--- src/rtl/decode_queue.sv ---
// rtl/decode_queue.sv - two-wide in-order decode-to-dispatch instruction queue
// Optional perf counters under DECODE_QUEUE_PERF_EN.
module decode_queue #(
  parameter int  DEPTH         = 8,
  parameter int  DECODER_WIDTH = 2,
  parameter type id_dispatch_t = logic [63:0]
) (
  input  logic                                  clk,
  input  logic                                  rst,
  input  logic                                  flush,
  input  logic                                  pause,
  input  logic         [DECODER_WIDTH-1:0]      enq_valid,
  input  id_dispatch_t [DECODER_WIDTH-1:0]      enq_data,
  output logic                                  enq_ready,
  output id_dispatch_t [DECODER_WIDTH-1:0]      deq_data,
  output logic         [DECODER_WIDTH-1:0]      deq_valid,
  input  logic         [DECODER_WIDTH-1:0]      issue_en,
  output logic         [$clog2(DEPTH):0]        count,
  output logic                                  proto_err
`ifdef DECODE_QUEUE_PERF_EN
  ,
  output logic         [31:0]                   perf_full_cycles,
  output logic         [31:0]                   perf_empty_cycles
`endif
);

  localparam int AW = $clog2(DEPTH);
  localparam int CW = AW + 1;

  id_dispatch_t  mem [DEPTH];
  logic [AW-1:0] head_ptr;
  logic [AW-1:0] tail_ptr;
  logic [CW-1:0] count_next;
  logic          do_enq;
  logic [1:0]    n_enq;
  logic [1:0]    n_pop;
  logic [1:0]    pop_mask;
  logic          pop_err;

  always_comb begin
    enq_ready    = (CW'(DEPTH) - count) >= CW'(2);
    deq_valid[0] = count >= CW'(1);
    deq_valid[1] = count >= CW'(2);
    deq_data[0]  = deq_valid[0] ? mem[head_ptr] : '0;
    deq_data[1]  = deq_valid[1] ? mem[head_ptr + AW'(1)] : '0;

    do_enq = enq_ready && !flush;
    n_enq  = do_enq ? ({1'b0, enq_valid[0]} + {1'b0, enq_valid[1]}) : 2'd0;

    // Lane 1 may only retire together with lane 0; a lone lane-1 consume is a protocol fault.
    pop_mask = issue_en & deq_valid;
    n_pop    = 2'd0;
    pop_err  = 1'b0;
    if (!pause && !flush) begin
      case (pop_mask)
        2'b01:   n_pop = 2'd1;
        2'b11:   n_pop = 2'd2;
        2'b10:   pop_err = 1'b1;
        default: n_pop = 2'd0;
      endcase
    end

    count_next = count + CW'(n_enq) - CW'(n_pop);
  end

  always_ff @(posedge clk or negedge rst) begin
    if (!rst) begin
      head_ptr  <= '0;
      tail_ptr  <= '0;
      count     <= '0;
      proto_err <= 1'b0;
    end else if (flush) begin
      head_ptr  <= '0;
      tail_ptr  <= '0;
      count     <= '0;
      proto_err <= 1'b0;
    end else begin
      head_ptr <= head_ptr + AW'(n_pop);
      tail_ptr <= tail_ptr + AW'(n_enq);
      count    <= count_next;
      if (pop_err) proto_err <= 1'b1;
    end
  end

  // Valid lanes are compacted so a lone lane 1 lands at the tail.
  always_ff @(posedge clk) begin
    if (do_enq) begin
      case (enq_valid)
        2'b11: begin
          mem[tail_ptr]          <= enq_data[0];
          mem[tail_ptr + AW'(1)] <= enq_data[1];
        end
        2'b01:   mem[tail_ptr] <= enq_data[0];
        2'b10:   mem[tail_ptr] <= enq_data[1];
        default: ;
      endcase
    end
  end

`ifdef DECODE_QUEUE_PERF_EN
  always_ff @(posedge clk or negedge rst) begin
    if (!rst) begin
      perf_full_cycles  <= '0;
      perf_empty_cycles <= '0;
    end else begin
      if (enq_valid != 2'b00 && !enq_ready && perf_full_cycles != 32'hFFFF_FFFF)
        perf_full_cycles <= perf_full_cycles + 32'd1;
      if (count == '0 && !flush && perf_empty_cycles != 32'hFFFF_FFFF)
        perf_empty_cycles <= perf_empty_cycles + 32'd1;
    end
  end
`endif

  always_ff @(posedge clk) begin
    if (rst) begin
      a_count_range: assert (count <= CW'(DEPTH));
      a_no_overflow: assert (flush || count_next <= CW'(DEPTH));
      a_no_underflow: assert (flush || ({1'b0, count} + (CW+1)'(n_enq)) >= (CW+1)'(n_pop));
    end
  end

endmodule

--- config.mk ---
export PLATFORM = sky130hd
export DESIGN_NAME = decode_queue
export DESIGN_NICKNAME = d
export VERILOG_FILES = /design/src/rtl/decode_queue.sv
export SDC_FILE = /design/constraint.sdc
export NUM_CORES = 1
export LEC_CHECK = 0
export CAP_MARGIN = 20
export CORE_MARGIN = 2
export CORE_UTILIZATION = 33
export DETAILED_ROUTE_END_ITERATION = 10
export PLACE_DENSITY = 0.56
export SYNTH_ARGS = -nofsm -noshare
export SYNTH_HDL_FRONTEND = slang
export SYNTH_SLANG_ARGS = --single-unit
--- constraint.sdc ---
create_clock -name clk -period 5.8 [get_ports clk]
set_clock_uncertainty 0.2 [all_clocks]
set_input_delay 0.87 -clock clk [delete_from_list [all_inputs] [get_ports clk]]
set_output_delay 0.87 -clock clk [all_outputs]
set_load 0.005 [all_outputs]
# After elaboration in Yosys (flattened, before gate mapping)

Memories as Yosys holds them, arrays and structs flattened.
Index checks and enable logic that the tools add are counted.

Register bits after elaboration: 11
Memory bits (writable): 512
Input bits: 136
Output and inout bits: 136
Logic and storage cells: 53
Memories: 1

$add $sub $neg: 8
Order comparisons: 3
Eq/ne operators: 6
Muxes and demuxes: 23
Bitwise operators: 3
Reductions and logical operators: 5

Memory list:

| name | depth | width | read ports | clocked after Yosys merged registers in | write ports | RTL line | text |
|---|---|---|---|---|---|---|---|
| mem  | 8     | 64    | 2          | 0                                       | 2           | 30       | `id_dispatch_t mem [DEPTH];` |

Operators by type and width:

| kind                                                                   | count |
|---|---|
| 64-bit two-way mux                                                     | 4 |
| 1-bit two-way mux                                                      | 13 |
| 2-bit equality test (second input constant)                            | 4 |
| 4-bit by 2-bit >= comparator with 1-bit output (second input constant) | 2 |
| 3-bit by 1-bit adder with 3-bit output (second input constant)         | 2 |
| 3-bit by 2-bit adder with 3-bit output                                 | 2 |
| 3-bit two-way mux                                                      | 2 |
| 4-bit by 2-bit adder with 4-bit output                                 | 1 |
| 2-bit by 1-bit equality test with 1-bit output (second input constant) | 2 |
| 4-bit by 1-bit >= comparator with 1-bit output (second input constant) | 1 |
| 2-bit two-way mux                                                      | 2 |
| 4-bit two-way mux                                                      | 1 |
| 2-bit case mux with 2 select lines                                     | 1 |
| 4-bit by 2-bit subtractor with 4-bit output                            | 1 |
| 4-bit subtractor (first input constant)                                | 1 |
| 1-bit by 1-bit adder with 2-bit output                                 | 1 |
| 2-bit bitwise AND                                                      | 1 |
| 1-bit logical AND                                                      | 2 |
| 1-bit zero test                                                        | 2 |
| 1-bit bitwise OR                                                       | 2 |
| 2-bit nonzero test                                                     | 1 |

# Longest topological paths before layout

Gate-level depths: netlist (run 1).

Depth after elaboration: 7
Depth in mapped cells: 14

# Worst setup path before layout (run 1)

OpenSTA, ideal clock, no wires.

Path kind: input to register
Start: input port enq_valid[0]
End: memory mem[4][0] (netlist name) (enable)
Arrival time: 4746 ps
Data required time: 5093 ps
Slack: 347 ps
Cell stages on the path: 4
Buffers on the path: 0
Path through: ha_1 > nor4bb_1 > nand2_1 > a21oi_1

RTL lines:

| item        | RTL line | text |
|---|---|---|
| from (decl) | 12       | `input logic [DECODER_WIDTH-1:0] enq_valid,` |
| to (decl)   | 30       |  |

==> results of run 1 <==
==> final timing paths <==
check                                       from               endpoint  depth (start not counted)
max                        head_ptr[1]$_DFF_PN0_           deq_data[54]                          6
min                        proto_err$_DFFE_PN0P_  proto_err$_DFFE_PN0P_                          2
max reg2reg                   count[0]$_DFF_PN0_     count[3]$_DFF_PN0_                         13
min reg2reg                proto_err$_DFFE_PN0P_  proto_err$_DFFE_PN0P_                          2
max in group asynchronous                    rst  head_ptr[2]$_DFF_PN0_                          1
min in group asynchronous                    rst     count[3]$_DFF_PN0_                          1
==> cell type report <==
type,instances,area [um^2]
diodes,10,25.0
repair buffers,316,3270
inverters,16,60.1
multi-input cells,1191,14200
fillers,8378,55100
clock inverters,38,314
flip-flops and latches,523,15700
clock buffers,76,1620
well taps,1243,1560
==> metrics by stage <==
stage,setup WS [ns],util
after global placement,1.25,0.378
final,0.727,0.400
after CTS,0.589,0.399
after detailed placement,1.27,0.378
after global routing,0.423,0.400
after floorplan,0.347,-
==> layout by cell type, fill, tap and decap left out, types with 4 or more instances in the layout <==
cell and n:
nor2_4 15, bufinv_16 5, clkbuf_16 61, mux2i_1 64
ha_1 15, inv_1 16, nor2b_1 7, clkinv_2 14
clkbuf_8 4, edfxtp_1 512, mux2_2 512, buf_4 26
xnor2_1 4, nor2_1 74, nand2_1 132, a21oi_1 74
buf_12 18, clkinv_1 14, dfrtp_1 8, clkdlybuf4s50_1 271
a32oi_1 4, diode_2 10, fa_1 4, mux4_2 256
clkbuf_1 11
==> worst register-to-register path: cells and delay by family (launching register included) <==
family / cells / cell delay [ns]
AO/OA/AOI/OAI: 3 / 1.23
XOR/XNOR: 1 / 0.14
adder cells (fa/ha/maj): 3 / 0.79
buffers and inverters: 3 / 0.42
flip-flops: 1 / 0.46
AND/OR/NAND/NOR: 3 / 0.82
==> routing by layer <==
| metal | GRT usage | up-vias |
|---|---|---|
| met5 | 0 | - |
| met4 | 0.0689 | 24 |
| met3 | 0.0434 | 166 |
| met2 | 0.345 | 579 |
| met1 | 0.251 | 9994 |
| li1 | - | 8065 |
==> state kept, by name, summed over array words and instances, names as in the netlist <==
register	count
tail_ptr	3
head_ptr	3
count	4
mem	512
proto_err	1
==> cell usage after synthesis (all sizes together) <==
cell type	number
a21oi	75
nand2	132
nor2	89
and4b	1
or3	1
nand2b	1
nor4b	1
fa	4
clkbuf	63
edfxtp	512
a32oi	4
dfrtp	11
ha	16
a21o	1
a2111oi	2
mux4	256
o21a	1
or3b	1
mux2	512
nor3	3
or2	1
a31oi	1
inv	16
nor2b	7
buf	81
nor4bb	2
xnor2	5
mux2i	64
and3b	1
nand3b	1
and2	1
a22oi	3
nor4	2
xor2	3
==> logic make-up (layout without fill, tap and decap cells) <==
logic type      after synthesis  after routing  synth area share
fa+ha+maj                    20             20           0.00915
buf+inv                     160            446            0.0316
compound gates               87             87            0.0160
mux                         832            832             0.397
other cells                   0             10                 0
flops                       523            523             0.511
xor+xnor                      8              8           0.00229
simple gates                244            244            0.0330
==> power breakdown <==
group / internal, mW / switching [mW] / total, mW
sequential: 4.68 / 0.167 / 4.85
clock: 2.19 / 1.58 / 3.77
combinational: 2.91 / 3.07 / 5.98
==> results.py, run 1 <==
metrics = {
    "critical_path": {
        "reg2reg_slack_ns": 1.59,
        "slowest_stage": "buf_4",
        "path_cells": "buf_4, buf_4, mux4_2, mux2i_1, nor2_1, clkdlybuf4s50_1",
        "end_kind": "output port",
        "critical-path-top-delay-family": "buffers and inverters",
        "path_class": "flop to output port",
        "required_ns": 4.73,
        "max_stage_delay_ns": 0.70,
        "worstPathArrival_ns": 4.00,
        "startpoint_type": "flop",
        "critical_path.most_common_cell": "buf_4",
        "critPathBufInv": 3,
        "crit_fanout": 33,
    },
    "placement": {
        "dp.cells": 3289,
        "placed_area_um2": 34700,
        "port_buffers": 271,
        "dpl.hpwl_um": 55100,
        "place_congestion": 0.760,
    },
    "yosys": {
        "syn_inst": 1874,
        "syn_area_um2": 30600,
        "yosys_register_bits": 523,
        "synthDominantCellAreaShare": 0.502,
        "ys_seq_area_frac": 0.511,
        "synth_cell_type_count": 38,
        "yosysTopAreaCell": "edfxtp_1",
        "ys_top_cells_by_area": "edfxtp_1, mux2_2, mux4_2",
        "synth_nets": 2030,
        "yosys_warnings": 0,
        "syn_avg_cell_area_um2": 16.4,
    },
    "floorplan": {
        "ioPinCount": 272,
        "die_w_um": 309,
        "core_area_um2": 91800,
        "fp.dieArea_um2": 95300,
        "dieHeight_um": 309,
        "rows": 111,
        "start_util": 0.334,
    },
    "cts": {
        "postCtsSetupBuffers": 0,
        "clock_latency_ns": 0.63,
        "htreeDepth": 2,
        "cts_buffer_depth": 3,
        "ctsRootBufferMaster": "clkbuf_16",
        "hold_buffers": 0,
        "cts_repair_resize_count": 0,
        "cts_tree": "done",
        "cts_sinks": 523,
        "numCtsBuffers": 61,
        "path_clk_slew_ns": 0.06,
    },
    "timing": {
        "period_needed_ns": 5.07,
        "finalHoldViolCount": 0,
        "finalSetupTns_ns": 0,
        "rsz0062_at_grt": "false",
        "tightest_slew_ns": 1.04,
        "drv_slew": 0,
        "slew_headroom": 0.305,
        "whs_ns": 0.334,
        "period_share": 0.875,
        "fmaxAchievable_mhz": 197,
        "setup-violations-final": 0,
    },
    "routing": {
        "wirelength_um": 96400,
        "via_per_inst": 5.52,
        "wl_per_cell_um": 28.2,
        "drc": 0,
        "dr.pass1.iters": 5,
        "highest_layer": "met5",
        "dr_wl_met2_um": 48000,
        "dr.first_iter.drc_count": 1220,
        "met1Wirelength_um": 39000,
        "vias": 18828,
        "detail-route-antenna-nets": 0,
        "met3_length_um": 6100,
    },
    "final_layout": {
        "final_area_um2": 36700,
        "drive_gt1_frac": 0.430,
        "area_growth_syn_to_layout_pct": 19.7,
        "final_nets": 2265,
        "final_cell_count_no_fill": 3413,
    },
    "status": {
        "status": "finished, final reports clean",
    },
    "grt": {
        "grt_pass1_wl_um": 139000,
        "antenna_found_initial": 21,
        "gr-total-overflow": 0,
        "grt_pass1_vias": 20309,
        "grt_max_degree": 130,
        "grt_usage": 0.201,
    },
    "job": {
        "drv_cap": 0,
    },
    "power_and_ir_drop": {
        "p_leak_nw": 11.2,
        "power_density_nw_per_um2": 398,
        "ir_worst_vdd_uv": 308,
        "power_mw": 14.6,
    },
    "hold_path": {
        "worstHoldPathType": "flop to flop",
    },
}
(Power assumes the default switching activity.)
==> run 2, diff against run 1 <==
--- a/config.mk
+++ b/config.mk
@@ -10,6 +10,7 @@
 export CORE_UTILIZATION = 33
 export DETAILED_ROUTE_END_ITERATION = 10
 export PLACE_DENSITY = 0.56
+export SETUP_SLACK_MARGIN = 0.05
 export SYNTH_ARGS = -nofsm -noshare
 export SYNTH_HDL_FRONTEND = slang
 export SYNTH_SLANG_ARGS = --single-unit
==> results of run 2 <==
Final layout, timing and power as in run 1 (identical DEF).
